===== config.mk =====
export PLATFORM = sky130hd
export DESIGN_NAME = maxpool_2x2_stream
export DESIGN_NICKNAME = d
export VERILOG_FILES = /design/src/rtl/vgg_fp_pkg.sv /design/src/rtl/fp32_max2.sv /design/src/rtl/maxpool_2x2_stream.sv
export SDC_FILE = /design/constraint.sdc
export NUM_CORES = 1
export LEC_CHECK = 0
export BUFFER_PORTS_ARGS = -buffer_cell sky130_fd_sc_hd__buf_2
export CELL_PAD_IN_SITES_DETAIL_PLACEMENT = 1
export CELL_PAD_IN_SITES_GLOBAL_PLACEMENT = 1
export CORE_MARGIN = 10
export CORE_UTILIZATION = 45
export CTS_BUF_LIST = sky130_fd_sc_hd__clkbuf_8
export DETAILED_ROUTE_END_ITERATION = 6
export PLACE_DENSITY_LB_ADDON = 0.08
export SLEW_MARGIN = 20
export SYNTH_ARGS = -nofsm -noshare
export SYNTH_HDL_FRONTEND = slang
export SYNTH_SLANG_ARGS = --single-unit

===== constraint.sdc =====
create_clock -name clk -period 11.4 [get_ports clk]
set_input_delay 2.28 -clock clk [delete_from_list [all_inputs] [get_ports clk]]
set_output_delay 2.28 -clock clk [all_outputs]
set_load 0.02 [all_outputs]

===== src/rtl/vgg_fp_pkg.sv =====
// Shared fp32 types and helpers for the VGG streaming datapath.
// Provides the total-order key used by the max-pool comparators.
package vgg_fp_pkg;

    localparam int FP32_WIDTH = 32;

    typedef logic [FP32_WIDTH-1:0] fp32;

    localparam fp32 FP32_ZERO = '0;

    // Monotone unsigned key: negatives flipped, positives lifted above them.
    function automatic fp32 fp32_key(input fp32 x);
        return x[31] ? ~x : (x | 32'h8000_0000);
    endfunction

endpackage


===== src/rtl/fp32_max2.sv =====
// Combinational fp32 max of two operands using the ordering key.
// Ties return a; NaNs are ordered by bit pattern only.
module fp32_max2
    import vgg_fp_pkg::*;
(
    input  logic [FP32_WIDTH-1:0] a,
    input  logic [FP32_WIDTH-1:0] b,
    output logic [FP32_WIDTH-1:0] result
);

    assign result = (fp32_key(a) >= fp32_key(b)) ? a : b;

endmodule


===== src/rtl/maxpool_2x2_stream.sv =====
// Streaming 2x2 stride-2 fp32 max-pool holding one half-width row.
// Define MAXPOOL_RELU_EN to fuse a ReLU onto the pooled output.
module maxpool_2x2_stream
    import vgg_fp_pkg::*;
#(
    parameter int DATA_WIDTH = 32,
    parameter int IMG_WIDTH  = 56,
    parameter int IMG_HEIGHT = 56
)
(
    input  logic                  clk,
    input  logic                  resetn,
    input  logic                  data_valid_in,
    input  logic [DATA_WIDTH-1:0] data_in,
    output logic [DATA_WIDTH-1:0] data_out,
    output logic                  valid_out,
    output logic                  done
);

    localparam int HALF_W = IMG_WIDTH / 2;
    localparam int NOUT   = HALF_W * (IMG_HEIGHT / 2);
    localparam int CW     = $clog2(IMG_WIDTH);
    localparam int RW     = $clog2(IMG_HEIGHT);
    localparam int KW     = (HALF_W > 1) ? $clog2(HALF_W) : 1;
    localparam int OW     = (NOUT > 1) ? $clog2(NOUT) : 1;

    localparam logic [CW-1:0] COL_LAST = CW'(IMG_WIDTH - 1);
    localparam logic [RW-1:0] ROW_LAST = RW'(IMG_HEIGHT - 1);
    localparam logic [OW-1:0] OUT_LAST = OW'(NOUT - 1);

    logic [CW-1:0] col;
    logic [RW-1:0] row;
    logic [OW-1:0] out_cnt;
    logic [KW-1:0] k;
    fp32           held;
    fp32           rowbuf [HALF_W];
    fp32           pair_max;
    fp32           win_max;
    fp32           pooled;

    assign k = KW'(col >> 1);

    fp32_max2 u_pair (
        .a      (held),
        .b      (data_in),
        .result (pair_max)
    );

    fp32_max2 u_win (
        .a      (rowbuf[k]),
        .b      (pair_max),
        .result (win_max)
    );

    always_comb begin
        pooled = win_max;
`ifdef MAXPOOL_RELU_EN
        if (win_max[31]) pooled = FP32_ZERO;
`endif
    end

    always_ff @(posedge clk or negedge resetn) begin
        if (!resetn) begin
            col       <= '0;
            row       <= '0;
            out_cnt   <= '0;
            held      <= FP32_ZERO;
            data_out  <= '0;
            valid_out <= 1'b0;
            done      <= 1'b0;
        end else begin
            valid_out <= 1'b0;
            done      <= 1'b0;
            if (data_valid_in) begin
                if (col == COL_LAST) begin
                    col <= '0;
                    row <= (row == ROW_LAST) ? '0 : row + 1'b1;
                end else begin
                    col <= col + 1'b1;
                end
                if (!col[0]) begin
                    held <= data_in;
                end else if (row[0]) begin
                    data_out  <= pooled;
                    valid_out <= 1'b1;
                    done      <= (out_cnt == OUT_LAST);
                    out_cnt   <= (out_cnt == OUT_LAST) ? '0 : out_cnt + 1'b1;
                end
            end
        end
    end

    // Row buffer needs no reset: every entry is written before it is read.
    always_ff @(posedge clk) begin
        if (data_valid_in && col[0] && !row[0]) begin
            rowbuf[k] <= pair_max;
        end
    end

endmodule


Word level (Yosys, flattened, before mapping):

Memories as Yosys holds them, arrays and structs flattened.
Index checks and enable logic that the tools add are counted.
Widths: inputs -> output; s select.

* bits in registers: 88
* word-level logic and storage cells: 44
* memories kept: 1
* output and inout bits: 34
* bits in writable memories: 896

* eq/ne operators: 3
* bitwise logic cells: 5
* magnitude comparators: 2
* reduce and logical (&&, ||, !) cells: 6
* multiplexer cells: 17
* $add $sub $neg: 3

Memories
* rowbuf: depth 28, bits a word 32, read ports 1, clocked after memory_dff 0, write ports 1, RTL line maxpool_2x2_stream.sv:36 `fp32 rowbuf [HALF_W];`

Operators by type and width (number)
* $mux 32: 6
* $not 32->32: 4
* $ge 32x32->1: 2
* $add 6x1->6 const B: 2
* $eq 6x6->1 const B: 2
* $mux 6: 2
* $add 10x1->10 const B: 1
* $eq 10x10->1 const B: 1
* $mux 10: 1
* $mux 1: 8
* $reduce_and 2->1: 2
* $reduce_and 3->1: 1
* $logic_and 1x1->1: 2
* $logic_not 1->1: 1
* $not 1->1: 1

Logic depth before layout (Yosys ltp):

Gate-level depths: netlist of run 1.

* word-level depth: 8
* mapped depth: 26
* mapped depth without buffers: 19

By module:

From an unflattened synthesis of run 1, not the netlist that was laid out.

* cells, all modules: 2290
* area total of the unflattened synthesis: 41368.4 um^2

By module, submodules not included
* maxpool_2x2_stream: area an instance 37840.0 um^2, cells an instance 1914, times used 1
* fp32_max2 at u_pair: area an instance 1765.4 um^2, cells an instance 188, times used 1
* fp32_max2 at u_win: area an instance 1762.9 um^2, cells an instance 188, times used 1

Least setup slack after synthesis of run 1:

No wires, ideal clock.

* path type: input port to flip-flop
* start point: input data_in[31]
* end point: register data_out[14]
* library setup time: 0.126 ns
* stages on the path: 22
* arrival time: 7.533 ns
* setup slack: 3.741 ns
* data required time: 11.274 ns
* path buffers: 5
* cells stage by stage: clkbuf_1 buf_1 xnor2_1 ha_1 a21o_1 a221o_1 a221o_1 a211oi_1 buf_2 mux2_2 xnor2_1 ha_1 a21oi_1 o21a_1 o31ai_1 a211o_1 a21oi_1 a21oi_2 buf_4 buf_6 a22o_1 a221o_1

* word-level cells in the longest chain between the ends: 8

Ends and longest elaborated chain
* start: declaration: RTL line maxpool_2x2_stream.sv:14 `input logic [DATA_WIDTH-1:0] data_in,`
* $not 32->32: RTL line vgg_fp_pkg.sv:13 `return x[31] ? ~x : (x | 32'h8000_0000);`
* $mux 32 *: RTL line vgg_fp_pkg.sv:13
* $ge 32x32->1 *: RTL line fp32_max2.sv:11 `assign result = (fp32_key(a) >= fp32_key(b)) ? a : b;`
* $mux 32 *: RTL line fp32_max2.sv:11
* named net pair_max[7]: RTL line maxpool_2x2_stream.sv:37 `fp32 pair_max;`
* $not 32->32: RTL line vgg_fp_pkg.sv:13
* $mux 32 *: RTL line vgg_fp_pkg.sv:13
* $ge 32x32->1 *: RTL line fp32_max2.sv:11
* $mux 32 *: RTL line fp32_max2.sv:11
* end signal: assignment: RTL line maxpool_2x2_stream.sv:84 `data_out <= pooled;`
* end: declaration: RTL line maxpool_2x2_stream.sv:15 `output logic [DATA_WIDTH-1:0] data_out,`

Mark *: on every way through the listed nets, which the timed path passes. The rest lies on a longest branch.
A chain may end at the register's enable or synchronous reset.

Final worst setup path of run 1:

* start point: input data_in[31]
* end point: register data_out[29]

* word-level cells in the longest chain between the ends: 8

Ends and longest elaborated chain (RTL line)
* $not 32->32: vgg_fp_pkg.sv:13
* $mux 32: vgg_fp_pkg.sv:13
* $ge 32x32->1: fp32_max2.sv:11
* $mux 32 *: fp32_max2.sv:11
* $not 32->32: vgg_fp_pkg.sv:13
* $mux 32: vgg_fp_pkg.sv:13
* $ge 32x32->1: fp32_max2.sv:11
* $mux 32 *: fp32_max2.sv:11

Mark *: on every way between the ends. The rest lies on a longest branch, timed or not.

==> run_results.csv, run 1 <==
group,metric,value,unit
drt,vias,22900,
worst_hold_path,hp-class,"register to register",
power_and_ir_drop,peakVddDrop,188,µV
grt,grt_use_total,0.231,
placement,hpwlAfterDp,68900,µm
die,core-area,0.0903,mm²
synthesis,synth_edf_count,896,
clock_network,cts.clk_slew.worst_paths,0.06,ns
layout,drive_above_1_share,0.237,
layout,fin_nets,2572,
clock_network,cts-root-buf,"clkbuf_8",
drt,drcViolationCount,0,
sta,relSlewSlack,0.280,
grt,globalRouteOverflowTotal,0,
synthesis,ys_seq_elements,984,
grt,first_global_vias,24200,
run,cap_violations,0,
synthesis,ys_seq_area_frac,0.708,
die,die_h,322,µm
setup_path,required,12.06,ns
die,start_util,0.456,
drt,antenna_left,0,
layout,nFillCells,8362,
power_and_ir_drop,leakage,0.0159,µW
grt,antenna_found_initial,2,
synthesis,netlist_instances,2303,
sta,slew_viol_final,0,
setup_path,crit_type,"primary input to register",
sta,max_freq,117,MHz
synthesis,synth_ff_type,"edfxtp_1",
clock_network,clk_path_buf_depth,3,
setup_path,worstPathArrival,9.24,ns
sta,rsz0062_at_grt,"false",
clock_network,cts_tree,"built",
layout,ff_latch_area,0.0291,mm²
sta,fin_setup_tns,0,ns
clock_network,cts.sinks,984,
drt,dr.pass1.iters,5,
sta,finalHoldViolCount,0,
die,dieArea,0.104,mm²
synthesis,syn_area,0.0411,mm²
synthesis,syn_area_per_cell,17.9,µm²
outcome,status,"finished, final reports clean",
die,row_count,110,
power_and_ir_drop,powerDensity,269,mW/mm²
grt,grt_start_max_net_pins,105,
die,pin_count,69,
setup_path,start_kind,"primary input",
clock_network,htreeDepth,4,
drt,post_drt_wl_per_cell,31.6,µm
synthesis,ys_warn_count,0,
placement,portBuffers,68,
drt,totalWireLength,120000,µm
clock_network,cts_buffers,164,
synthesis,syn_nets,2404,
placement,place_congestion,0.787,
setup_path,end_kind,"register",
placement,placed_area,0.0431,mm²
drt,initialDrtViolationCount,2418,
synthesis,synth_cell_types,62,
sta,tightest_slew,1.07,ns
sta,min_period,8.57,ns
layout,multi_input_area,0.0115,mm²
clock_network,clock_latency,0.85,ns
synthesis,async_flop_share,0.0894,
setup_path,worstPathMaxFanout,45,
layout,stdcell_area,0.0461,mm²
clock_network,post_cts_buffers,0,
layout,area_delta_synth_final,12.2,%
die,die_x,322,µm
clock_network,hold_buffers,0,
sta,setup-violations-final,0,
grt,grt_pass1_wl,173000,µm
drt,routed_via_density,6.05,
sta,timing.final.crit_share,0.752,
sta,worst_clock_skew,0.0447,ns
clock_network,cts_resized,0,
cells by family after synthesis:
logic type,count (synthesis),share of synthesized area
muxes,355,0.141
DFF,984,0.708
xor gates and xnor gates,134,0.0285
buffers and inverters,163,0.0188
AOI/OAI and AO/OA,279,0.0481
and+or+nand+nor,322,0.0361
adders and majority gates,66,0.0201
worst max-delay path, stage by stage:
cell,delay [ns]
buf_2,0.75
xnor2_1,0.17
ha_1,0.36
and4_1,0.23
nand4_1,0.15
nor4_1,0.67
a2111o_1,0.36
and2_1,0.17
buf_4,0.30
clkinv_2,0.66
xnor2_1,0.36
ha_1,0.30
nand2_1,0.06
o21ai_0,0.24
o2111ai_1,0.19
nor4_1,0.35
a21oi_1,0.26
a21oi_2,0.17
buf_4,0.35
o22a_1,0.65
o2111ai_1,0.17
Yosys cell counts (all sizes together), types with 48 or more instances:
cell / count / area, µm²
mux4: 172 / 3870
mux2: 63 / 709
xnor2: 81 / 709
xor2: 53 / 464
buf: 82 / 468
edfxtp: 896 / 26900
mux2i: 120 / 1200
ha: 66 / 826
nand2: 115 / 432
dfrtp: 88 / 2200
nand3: 48 / 240
a21oi: 51 / 259
nor2: 73 / 274
layer usage:
metal,GRT usage,wire (µm)
met3,0.0411,7850
met4,0.0571,2170
met1,0.322,51400
met2,0.376,58200
met5,0,0
cells in the final DEF (no fill, tap or decap), drive strengths merged, types with 5 or more instances in the layout:
cell type and instances:
edfxtp 896, mux4 172, clkbuf 170, buf 127
mux2i 120, nand2 115, inv 101, dfrtp 88
xnor2 81, nor2 73, ha 66, mux2 63
clkinv 61, xor2 53, a21oi 51, nand3 48
a22oi 43, o21ai 42, o22ai 31, a22o 21
nand2b 18, a221o 16, o2111ai 16, nor2b 14
a32oi 11, nand4 11, nor3 11, or3 9
a21o 5, and3 5, a211o 5
power breakdown:
group	internal [µW]	switching, µW	total [µW]
clock	1470	1470	2940
sequential	4450	168	4610
combinational	1770	3080	4850
total	7680	4720	12400
layout make-up:
class                   count  area share
well taps                1176      0.0319
inverters                  38     0.00312
diodes                      2    0.000108
repair buffers            127      0.0181
clock inverters           129      0.0155
multi-input cells        1156       0.250
flip-flops and latches    984       0.631
clock buffers             170      0.0507
sequential cells by signal, indices dropped and copies added, names as in the netlist:
| signal | count |
|---|---|
| col | 6 |
| row | 6 |
| rowbuf | 896 |
| out_cnt | 10 |
| done | 1 |
| data_out | 32 |
| valid_out | 1 |
| held | 32 |
metrics by stage:
step	setup slack (ns)	util	std cells	hold slack (ns)	power (µW)
2_1_floorplan	3.74	-	2303	0.451	7890
3_3_place_gp	2.19	0.477	3480	0.465	9450
3_5_place_dp	1.96	0.477	3480	0.487	9570
4_1_cts	2.83	0.511	3779	0.495	12500
5_1_grt	2.20	0.511	3781	0.526	13100
6_report	2.83	0.511	3782	0.493	12400
path summary, 6_finish.rpt:
kind                                      startpoint                       end  slack (ns)  cells past startpoint
worst max-delay path                     data_in[31]  data_out[29]$_DFFE_PN0P_        2.83                     21
worst min-delay path              row[2]$_DFFE_PN0P_        row[2]$_DFFE_PN0P_        0.49                      1
worst max register to register  held[31]$_DFFE_PN0P_  data_out[29]$_DFFE_PN0P_        4.10                     21
worst min register to register    row[2]$_DFFE_PN0P_        row[2]$_DFFE_PN0P_        0.49                      1
max in group asynchronous                     resetn      held[14]$_DFFE_PN0P_        8.87                      2
min in group asynchronous                     resetn            done$_DFF_PN0_        1.43                      1
No activity file was read; power rests on OpenSTA's default activity.
==> inputs of run 2 (changes only) <==
ABC_AREA = 1   (was unset)
clock period = 7.3 ns   (was 11.4 ns; I/O delays follow)
==> run 2 against run 1 <==
Net effect: setup slack worse by 1.7 ns; wire length up 4.1%; final area down 2.7%; sequential share of layout area up 1.8 points; critical endpoint is now data_out[3]$_DFFE_PN0P_; largest power group unchanged; combinational power up 53%; largest cell class unchanged; via count up 10%.
==> run_results.csv, run 2 <==
group,metric,value,unit
sta,timing.final.crit_share,0.852,
sta,relSlewSlack,0.264,
sta,rsz0062_at_grt,"false",
clock_network,clock_latency,0.84,ns
sta,setup-violations-final,0,
die,die_h,317,µm
synthesis,ys_seq_area_frac,0.734,
clock_network,cts_resized,0,
layout,drive_above_1_share,0.156,
sta,slew_viol_final,0,
power_and_ir_drop,powerDensity,420,mW/mm²
clock_network,cts.sinks,984,
placement,hpwlAfterDp,72300,µm
grt,grt_use_total,0.247,
sta,worst_clock_skew,0.0425,ns
worst_hold_path,hp-class,"register to register",
layout,finalNonFillerCells,4213,
synthesis,yosys.area.top_type,"edfxtp_1",
synthesis,yosys-top-cells-area,"edfxtp_1, a22oi_1, dfrtp_1",
drt,antenna_left,0,
layout,largest_register_ffs,896,
sta,max_freq,161,MHz
sta,fin_setup_tns,0,ns
synthesis,synthTopCellsByCount,"edfxtp_1, a22oi_1, a21oi_1",
drt,post_drt_wl_per_cell,29.6,µm
clock_network,post_cts_buffers,0,
synthesis,ys_warn_count,0,
layout,fin_util,0.515,
synthesis,netlist_instances,2761,
layout,nFillCells,8554,
grt,grt_start_max_net_pins,102,
sta,holdWs,0.483,ns
sta,worst_slack,1.08,ns
drt,dr.pass1.iters,6,
grt,antenna_found_initial,3,
placement,place_congestion,0.818,
layout,area_delta_synth_final,13.2,%
synthesis,synth_edf_count,896,
synthesis,syn_area,0.0397,mm²
synthesis,synth_compound_area_frac,0.128,
layout,final_cell_mix,"edfxtp_1, a22oi_1, a21oi_1, nand2_1, clkbuf_8",
synthesis,synth-xor-area-share,0.0283,
sta,tightest_slew,1.10,ns
sta,finalHoldViolCount,0,
setup_path,worstPathArrival,6.94,ns
die,start_util,0.455,
layout,fin_nets,3031,
clock_network,cts_tree,"built",
synthesis,ys_seq_elements,984,
setup_path,worstPathMaxFanout,33,
clock_network,hold_buffers,0,
synthesis,synth_top_family_by_area,"compound AO/OA/AOI/OAI gates",
clock_network,cts.clk_slew.worst_paths,0.06,ns
synthesis,synth_top_area_share,0.678,
grt,globalRouteOverflowTotal,0,
die,row_count,108,
clock_network,cts-root-buf,"clkbuf_8",
synthesis,synth_cell_types,38,
power_and_ir_drop,peakVddDrop,383,µV
synthesis,yosys.area_share.simple,0.0605,
die,core-area,0.0872,mm²
setup_path,start_kind,"primary input",
power_and_ir_drop,leakage,0.0156,µW
die,die_x,317,µm
synthesis,synth.most_common_cell,"edfxtp_1",
clock_network,cts_buffers,162,
drt,vias,25200,
synthesis,async_flop_share,0.0894,
layout,top_register,"rowbuf",
sta,min_period,6.22,ns
run,cap_violations,0,
drt,routed_via_density,5.99,
die,pin_count,69,
setup_path,end_kind,"register",
synthesis,synth.area.mux_share,0,
die,dieArea,0.100,mm²
synthesis,syn_nets,2862,
drt,totalWireLength,125000,µm
setup_path,reg2reg_slack,1.21,ns
setup_path,required,8.02,ns
grt,grt_pass1_wl,182000,µm
grt,first_global_vias,26500,
placement,dpl.cell_count,3921,
synthesis,syn_area_per_cell,14.4,µm²
drt,drcViolationCount,0,
placement,portBuffers,68,
synthesis,synth_fa_ha_area_frac,0.0208,
setup_path,crit_type,"primary input to register",
synthesis,synth_ff_type,"edfxtp_1",
clock_network,clk_path_buf_depth,3,
drt,initialDrtViolationCount,2480,
outcome,status,"finished, final reports clean",
layout,largestRegisters,"rowbuf: 896 flops, data_out: 32 flops, held: 32 flops",
layout,layout_commonest_cell,"edfxtp_1",
clock_network,htreeDepth,4,
placement,dp_slack,0.300,ns
[run 2: cell types whose count changed after synthesis, moves of 28 or more]
cell,before,now
a21oi_1,50,255
a22oi_1,43,447
clkbuf_1,43,82
inv_1,37,104
mux2_2,63,0
mux2i_1,120,0
mux4_2,172,0
nand2_1,115,238
nor3_1,11,39
o21ai_0,42,77
o22ai_1,30,0
xnor2_1,81,33
xor2_1,53,95
[run 2: metrics by stage]
stage	instance area (µm²)	power, µW
6_report	44900	18800
5_1_grt	44900	20000
4_1_cts	44900	19000
3_5_place_dp	42000	14600
3_3_place_gp	41900	14300
2_1_floorplan	39700	11800
[run 2: routing by layer]
layer | vias up | routed length [µm] | GRT usage
met4 | 2 | 3400 | 0.0862
met1 | 13300 | 54100 | 0.339
met3 | 187 | 6570 | 0.0363
met5 | - | 18 | 0
met2 | 807 | 60400 | 0.400
li1 | 10900 | - | -
[run 2: cells by family after synthesis]
kind of cell | after synthesis
AND/OR/NAND/NOR | 514
buffers and inverters | 279
XOR/XNOR | 128
flip-flops | 984
adder cells (fa/ha/maj) | 66
AO/OA/AOI/OAI | 790
[run 2: area by class of cell]
class / count / area (µm²) / area share
Antenna cell: 2 / 5.00 / 0.000112
Tap cell: 1155 / 1450 / 0.0322
Inverter: 118 / 453 / 0.0101
Clock buffer: 168 / 2310 / 0.0515
Clock inverter: 122 / 568 / 0.0127
Sequential cell: 984 / 29100 / 0.649
Multi-Input combinational cell: 1498 / 9820 / 0.219
Timing Repair Buffer: 166 / 1170 / 0.0260
[run 2: worst max-delay path, stage by stage]
cell and delay [ns]:
buf_2 0.10, buf_12 0.23, xnor2_1 0.12, ha_1 0.31, nand2_1 0.09, nor4_1 0.44
nand4_1 0.25, nand3_4 0.29, nand2_1 0.14, nand2_2 0.34, buf_12 0.25, xor2_1 0.24
ha_1 0.30, a21oi_1 0.18, a21oi_1 0.11, nor4_1 0.60, nand2_1 0.16, nand2_1 0.09
nand2_1 0.05, nand2_1 0.06, nand2_1 0.05, nand2_1 0.10, nand2_4 0.05, nand2_2 0.54
nand2_1 0.14, nand3_1 0.10, nand2_1 0.05
[run 2: power by group]
| group | total (µW) | internal (µW) | switching, µW |
|---|---|---|---|
| sequential | 7030 | 6870 | 158 |
| clock | 4380 | 2170 | 2210 |
| combinational | 7420 | 2210 | 5210 |
[run 2: final timing paths]
| check | cells after the start | from | endpoint |
|---|---|---|---|
| min in group asynchronous | 1 | resetn | col[3]$_DFFE_PN0P_ |
| worst max-delay path | 27 | data_in[31] | data_out[3]$_DFFE_PN0P_ |
| worst min register to register | 2 | data_out[17]$_DFFE_PN0P_ | data_out[17]$_DFFE_PN0P_ |
| worst min-delay path | 2 | data_out[17]$_DFFE_PN0P_ | data_out[17]$_DFFE_PN0P_ |
| worst max register to register | 26 | held[31]$_DFFE_PN0P_ | data_out[3]$_DFFE_PN0P_ |
| max in group asynchronous | 2 | resetn | data_out[30]$_DFFE_PN0P_ |
